==> config.mk <==
export PLATFORM = sky130hd
export DESIGN_NAME = uart_tx_arbiter
export DESIGN_NICKNAME = d
export VERILOG_FILES = /design/src/rtl/uart_tx_arbiter.sv
export SDC_FILE = /design/constraint.sdc
export NUM_CORES = 1
export LEC_CHECK = 0
export CAP_MARGIN = 0
export CORE_AREA = 5 5 74 76
export CTS_CLUSTER_DIAMETER = 30
export DETAILED_ROUTE_END_ITERATION = 10
export DIE_AREA = 0 0 79 81
export GPL_TIMING_DRIVEN = 0
export MAX_ROUTING_LAYER = met4
export PLACE_DENSITY_LB_ADDON = 0.2
export SLEW_MARGIN = 15
export SYNTH_ARGS = -nofsm -noshare
export SYNTH_HDL_FRONTEND = slang
export SYNTH_SLANG_ARGS = --single-unit
==> constraint.sdc <==
create_clock -name clk -period 2.5 [get_ports clk]
set_clock_uncertainty 0.2 [all_clocks]
set_input_delay 0.375 -clock clk [delete_from_list [all_inputs] [get_ports clk]]
set_output_delay 0.375 -clock clk [all_outputs]
set_load 0.05 [all_outputs]
==> src/rtl/uart_tx_arbiter.sv <==
`default_nettype none
// ============================================================================
// Module      : uart_tx_arbiter
// Description : Three-port arbiter that feeds a single UART transmitter.
//               Port 0 optionally has strict priority; the remaining ports
//               (or all three) share a round-robin pointer. After each load
//               the block waits for the UART to start and then finish,
//               giving up with a timeout pulse if it never starts.
// Revision    : 1.0 - initial release
// ============================================================================
module uart_tx_arbiter #(
    parameter int TIMEOUT_CYCLES = 16,
    parameter bit PRIO_PORT0     = 1'b1
) (
    input  logic       clk,
    input  logic       rst_n,
    input  logic [2:0] req,
    input  logic [7:0] req_byte0,
    input  logic [7:0] req_byte1,
    input  logic [7:0] req_byte2,
    output logic [2:0] ack,
    output logic       transmit,
    output logic [7:0] tx_byte,
    input  logic       is_transmitting,
    output logic       busy,
    output logic       timeout_err
);

    // Last counter value at which the UART may still be seen starting.
    localparam logic [7:0] C_TO_LAST = 8'(TIMEOUT_CYCLES - 1);

    typedef enum logic [1:0] {
        IDLE       = 2'd0,
        WAIT_START = 2'd1,
        WAIT_END   = 2'd2
    } state_t;

    state_t      r_state;
    state_t      w_state_nxt;
    logic [7:0]  r_count;
    logic [1:0]  r_rr_last;     // last port granted through round-robin
    logic        w_load;
    logic        w_timeout;
    logic        w_found;
    logic        w_rr_grant;
    logic [1:0]  w_win;
    logic [1:0]  w_idx;
    logic [7:0]  w_win_byte;

    // Modulo-3 increment used to walk the round-robin ring.
    function automatic logic [1:0] next3(input logic [1:0] x);
        return (x == 2'd2) ? 2'd0 : x + 2'd1;
    endfunction

    // Winner selection: optional strict priority for port 0, otherwise a
    // round-robin search starting just after the last round-robin grant.
    always_comb begin
        w_win      = 2'd0;
        w_found    = 1'b0;
        w_rr_grant = 1'b0;
        w_idx      = next3(r_rr_last);
        if (PRIO_PORT0 && req[0]) begin
            w_win   = 2'd0;
            w_found = 1'b1;
        end else begin
            for (int i = 0; i < 3; i++) begin
                if (!w_found && req[w_idx]) begin
                    w_win      = w_idx;
                    w_found    = 1'b1;
                    w_rr_grant = 1'b1;
                end
                w_idx = next3(w_idx);
            end
        end
    end

    // Byte belonging to the selected port.
    always_comb begin
        case (w_win)
            2'd0:    w_win_byte = req_byte0;
            2'd1:    w_win_byte = req_byte1;
            default: w_win_byte = req_byte2;
        endcase
    end

    // State register.
    always_ff @(posedge clk or negedge rst_n) begin
        if (!rst_n) begin
            r_state <= IDLE;
        end else begin
            r_state <= w_state_nxt;
        end
    end

    // Next-state logic; requests are only looked at while idle.
    always_comb begin
        w_state_nxt = r_state;
        w_load      = 1'b0;
        w_timeout   = 1'b0;
        case (r_state)
            IDLE: begin
                if (|req) begin
                    w_load      = 1'b1;
                    w_state_nxt = WAIT_START;
                end
            end
            WAIT_START: begin
                // A start seen on the last allowed cycle wins over the timeout.
                if (is_transmitting) begin
                    w_state_nxt = WAIT_END;
                end else if (r_count == C_TO_LAST) begin
                    w_timeout   = 1'b1;
                    w_state_nxt = IDLE;
                end
            end
            WAIT_END: begin
                if (!is_transmitting) begin
                    w_state_nxt = IDLE;
                end
            end
            default: w_state_nxt = IDLE;
        endcase
    end

    // Load strobes, held byte, timeout pulse, start counter and RR pointer.
    always_ff @(posedge clk or negedge rst_n) begin
        if (!rst_n) begin
            transmit    <= 1'b0;
            ack         <= 3'b000;
            tx_byte     <= 8'h00;
            timeout_err <= 1'b0;
            r_count     <= 8'h00;
            r_rr_last   <= 2'd0;   // search after port 0 begins at port 1
        end else begin
            transmit    <= w_load;
            ack         <= w_load ? (3'b001 << w_win) : 3'b000;
            timeout_err <= w_timeout;
            if (w_load) begin
                tx_byte <= w_win_byte;
                r_count <= 8'h00;
            end else if (r_state == WAIT_START) begin
                r_count <= r_count + 8'h01;
            end
            if (w_load && w_rr_grant) begin
                r_rr_last <= w_win;
            end
        end
    end

    assign busy = (r_state != IDLE);

endmodule
`default_nettype wire

==> metrics.txt <==
# TYPE chip_impl_metric gauge
chip_impl_metric{name="first_iter_violations",unit=""} 73
chip_impl_metric{name="timing.final.hold_violations",unit=""} 0
chip_impl_metric{name="final-max-slew-violation-count",unit=""} 0
chip_impl_metric{name="totalNegativeSetupSlack",unit="ns"} 0
chip_impl_metric{name="groute.layer.met1.usage",unit="%"} 16.4
chip_impl_metric{name="portBuffers",unit=""} 43
chip_impl_metric{name="placed_area",unit="um2"} 1870
chip_impl_metric{name="p_per_cell_area",unit="nW/um2"} 1040
chip_impl_metric{name="gr-usage-all-layers",unit="%"} 13.2
chip_impl_metric{name="post_route_cells_drive_above_1_share",unit="%"} 9.89
chip_impl_metric{name="mappedNetlistNets",unit=""} 165
chip_impl_metric{name="worst-endpoint-required",unit="ns"} 1.92
chip_impl_metric{name="critPathMaxFanout",unit=""} 10
chip_impl_metric{name="place.gp.congestion",unit=""} 0.850
chip_impl_metric{name="worst-slew-pin-transition",unit="ns"} 0.716
chip_impl_metric{name="ys_seq_elements",unit=""} 25
chip_impl_metric{name="finalCritPeriodShare",unit="%"} 90.8
chip_impl_metric{name="yosysWarnings",unit=""} 0
chip_impl_metric{name="grt_pass1_vias",unit=""} 1387
chip_impl_metric{name="antenna_violations_before_repair",unit=""} 0
chip_impl_metric{name="fp.coreArea",unit="um2"} 4660
chip_impl_metric{name="grt_first_pass_wirelength",unit="um"} 6550
chip_impl_metric{name="residual_overflow_from_global_routing",unit=""} 0
chip_impl_info{name="rsz0062_at_grt",value="no"} 1
chip_impl_metric{name="dp_hpwl",unit="um"} 2940
chip_impl_metric{name="detail-route-antenna-nets",unit=""} 0
chip_impl_metric{name="die_y",unit="um"} 81
chip_impl_info{name="global_route.peak_usage_layer",value="met2"} 1
chip_impl_metric{name="global_route.usage.met3",unit="%"} 2.22
chip_impl_metric{name="syn-cell-area",unit="um2"} 1380
chip_impl_info{name="critical_path_class",value="flip-flop to primary output"} 1
chip_impl_metric{name="drc",unit=""} 0
chip_impl_metric{name="min_period",unit="ns"} 2.27
chip_impl_metric{name="pin_count_of_the_biggest_net_entering_global_routing",unit=""} 26
chip_impl_metric{name="routedWlPerCell",unit="um"} 16.9
chip_impl_metric{name="final.fill_count",unit=""} 457
chip_impl_info{name="min-delay-path-class",value="flip-flop to flip-flop"} 1
chip_impl_metric{name="cts_sinks",unit=""} 25
chip_impl_metric{name="detail_route.first_pass.iterations",unit=""} 5
chip_impl_metric{name="cts_max_level",unit=""} 1
chip_impl_metric{name="die_width",unit="um"} 79
chip_impl_metric{name="final_design_area_excluding_fillers",unit="um2"} 1930
chip_impl_metric{name="synth-seq-area-share",unit="%"} 45.5
chip_impl_info{name="critical_path_launch_point_type",value="flip-flop"} 1
chip_impl_metric{name="diodes",unit=""} 0
chip_impl_metric{name="setup_viol",unit=""} 0
chip_impl_metric{name="worst_hold_margin",unit="ns"} 0.303
chip_impl_metric{name="arrival",unit="ns"} 1.69
chip_impl_metric{name="ioPinCount",unit=""} 44
chip_impl_metric{name="vias",unit=""} 1302
chip_impl_metric{name="maxClockFrequency",unit="GHz"} 0.441
chip_impl_metric{name="netlist-cell-type-count",unit=""} 41
chip_impl_info{name="timing.critical_path.to_type",value="primary output"} 1
chip_impl_metric{name="layout-area-overhead-vs-synth",unit="%"} 40.1
chip_impl_metric{name="power.static_leakage",unit="nW"} 0.758
chip_impl_metric{name="cap_viol_max_count",unit=""} 0
chip_impl_metric{name="cts.reportedPaths.clkPinSlew",unit="ns"} 0.09
chip_impl_metric{name="synthesized_area_divided_by_synthesized_cell_count",unit="um2"} 10.3
chip_impl_metric{name="cts_max_path_buffers",unit=""} 2
chip_impl_info{name="cts.root.buffer_cell",value="sky130_fd_sc_hd__clkbuf_8"} 1
chip_impl_info{name="outcome",value="finished, final reports clean"} 1
chip_impl_metric{name="post_detailed_routing_wire_length",unit="um"} 3990
chip_impl_metric{name="vias_per_cell",unit=""} 5.52
chip_impl_metric{name="die-area",unit="um2"} 6400
chip_impl_metric{name="post_synth_inst_count",unit=""} 134
chip_impl_metric{name="slew-limit-headroom",unit="%"} 52.0
chip_impl_metric{name="finalNetCount",unit=""} 214
chip_impl_metric{name="start_util",unit="%"} 29.5
chip_impl_info{name="cts_tree",value="done"} 1
chip_impl_metric{name="number_of_buffers_created_by_cts",unit=""} 3
chip_impl_metric{name="globalRouteMet2Util",unit="%"} 21.6
chip_impl_metric{name="placementRows",unit=""} 25
chip_impl_metric{name="clock_latency",unit="ns"} 0.26
chip_impl_metric{name="ir_drop",unit="V"} 0.000422
[through the flow]
stage	cells	util (%)	power, mW	worst slack [ns]
global route	236	41.4	2.14	0.139
global placement	231	40.2	1.75	0.123
floorplan	134	-	1.39	0.940
CTS	235	41.3	2.03	0.216
finish	236	41.4	2.01	0.231
detailed placement	231	40.2	1.78	0.129
[routing by layer]
metal	part of all wire [%]	vias to the layer above	routed length, um
li1	-	612	-
met4	1.0	0	40
met1	46	621	1840
met2	47	63	1880
met3	5.7	6	229
met5	0	-	0
[repair_timing]
| item | 4_1_cts | 5_1_grt |
|---|---|---|
| hold endpoints to repair | 0 | 25 |
| setup buffers | 0 | 0 |
| endpoints found under the setup margin | 1 | 0 |
| hold buffers | 0 | 1 |
| resized for setup | 2 | 0 |
[logic make-up after synthesis]
logic type                 after synthesis  synth area share, %
and+or+nand+nor                         56                 27.6
AOI/OAI and AO/OA                       36                 18.6
DFF                                     25                 45.5
buffers and inverters                   13                 5.09
muxes                                    3                 2.27
adders and majority gates                1                0.909
[cell usage in the layout, fill, tap and decap left out, types with 3 or more instances in the layout]
cell                              count
sky130_fd_sc_hd__nand3b_1             9
sky130_fd_sc_hd__o31ai_1              3
sky130_fd_sc_hd__nor4bb_1             8
sky130_fd_sc_hd__clkdlybuf4s50_1     41
sky130_fd_sc_hd__o21ai_0              5
sky130_fd_sc_hd__nand2_1             12
sky130_fd_sc_hd__a21oi_1             10
sky130_fd_sc_hd__buf_2                4
sky130_fd_sc_hd__o221ai_1             3
sky130_fd_sc_hd__o32a_1               8
sky130_fd_sc_hd__clkbuf_1             5
sky130_fd_sc_hd__nand3_1              9
sky130_fd_sc_hd__dfrtp_1             25
sky130_fd_sc_hd__clkbuf_8             4
[registers in the layout, indices dropped and copies added (netlist names)]
signal and flops:
r_count 8, tx_byte 8, ack 3, r_rr_last 2, r_state 2, timeout_err 1, transmit 1
[layout make-up]
cell class / instances / area [um2] / share of cell area (%)
timing repair buffer: 44 / 434 / 22.5
buffer: 11 / 62.6 / 3.24
multi-input combinational: 96 / 686 / 35.6
inverter: 2 / 7.51 / 0.389
clock buffer: 4 / 45.0 / 2.34
sequential: 25 / 626 / 32.4
tap: 54 / 67.6 / 3.50
[path summary, 6_finish.rpt]
path | start | to | slack, ns | depth (start not counted)
max in group asynchronous | rst_n | r_count[1] | 1.28 | 2
min in group asynchronous | rst_n | r_count[7] | 0.44 | 2
max | r_state[1] | busy | 0.23 | 4
min reg2reg | r_count[7] | r_count[7] | 0.30 | 1
max reg2reg | r_count[0] | timeout_err | 0.77 | 4
min | r_count[7] | r_count[7] | 0.30 | 1
[where the power goes]
| group | total (mW) | leakage (nW) | internal [mW] | switching [mW] |
|---|---|---|---|---|
| clock | 0.241 | 0.0228 | 0.114 | 0.127 |
| sequential | 0.653 | 0.316 | 0.542 | 0.111 |
| combinational | 1.11 | 0.419 | 0.426 | 0.687 |
| total | 2.01 | 0.758 | 1.08 | 0.926 |
[synth_stat cells (all sizes together)]
| master | number | area (um2) |
|---|---|---|
| a21boi | 1 | 7.51 |
| a21oi | 10 | 50.1 |
| a22o | 1 | 8.76 |
| a31oi | 1 | 6.26 |
| and2 | 1 | 7.51 |
| and3b | 1 | 8.76 |
| buf | 6 | 33.8 |
| clkbuf | 5 | 28.8 |
| dfrtp | 25 | 626 |
| ha | 1 | 12.5 |
| inv | 2 | 7.50 |
| mux2 | 1 | 11.3 |
| mux2i | 2 | 20.0 |
| nand2 | 12 | 45.0 |
| nand2b | 2 | 12.5 |
| nand3 | 9 | 45.0 |
| nand3b | 9 | 67.6 |
| nand4 | 2 | 12.5 |
| nor2 | 2 | 17.5 |
| nor3 | 3 | 20.0 |
| nor3b | 1 | 12.5 |
| nor4b | 1 | 8.76 |
| nor4bb | 8 | 80.1 |
| o211ai | 2 | 15.0 |
| o21ai | 5 | 25.0 |
| o221ai | 3 | 26.3 |
| o22ai | 1 | 6.26 |
| o31ai | 3 | 22.5 |
| o32a | 8 | 80.1 |
| o32ai | 1 | 8.76 |
| or2b | 1 | 7.51 |
| or3 | 3 | 25.0 |
| or4b | 1 | 10.0 |
[critical path, cell delays in order, from the launching register on]
cell and delay (ns):
sky130_fd_sc_hd__dfrtp_1 0.45, sky130_fd_sc_hd__nor2_4 0.28, sky130_fd_sc_hd__inv_2 0.10, sky130_fd_sc_hd__clkbuf_8 0.18, sky130_fd_sc_hd__dlygate4sd2_1 0.42
No activity file was read; power rests on OpenSTA's default activity.
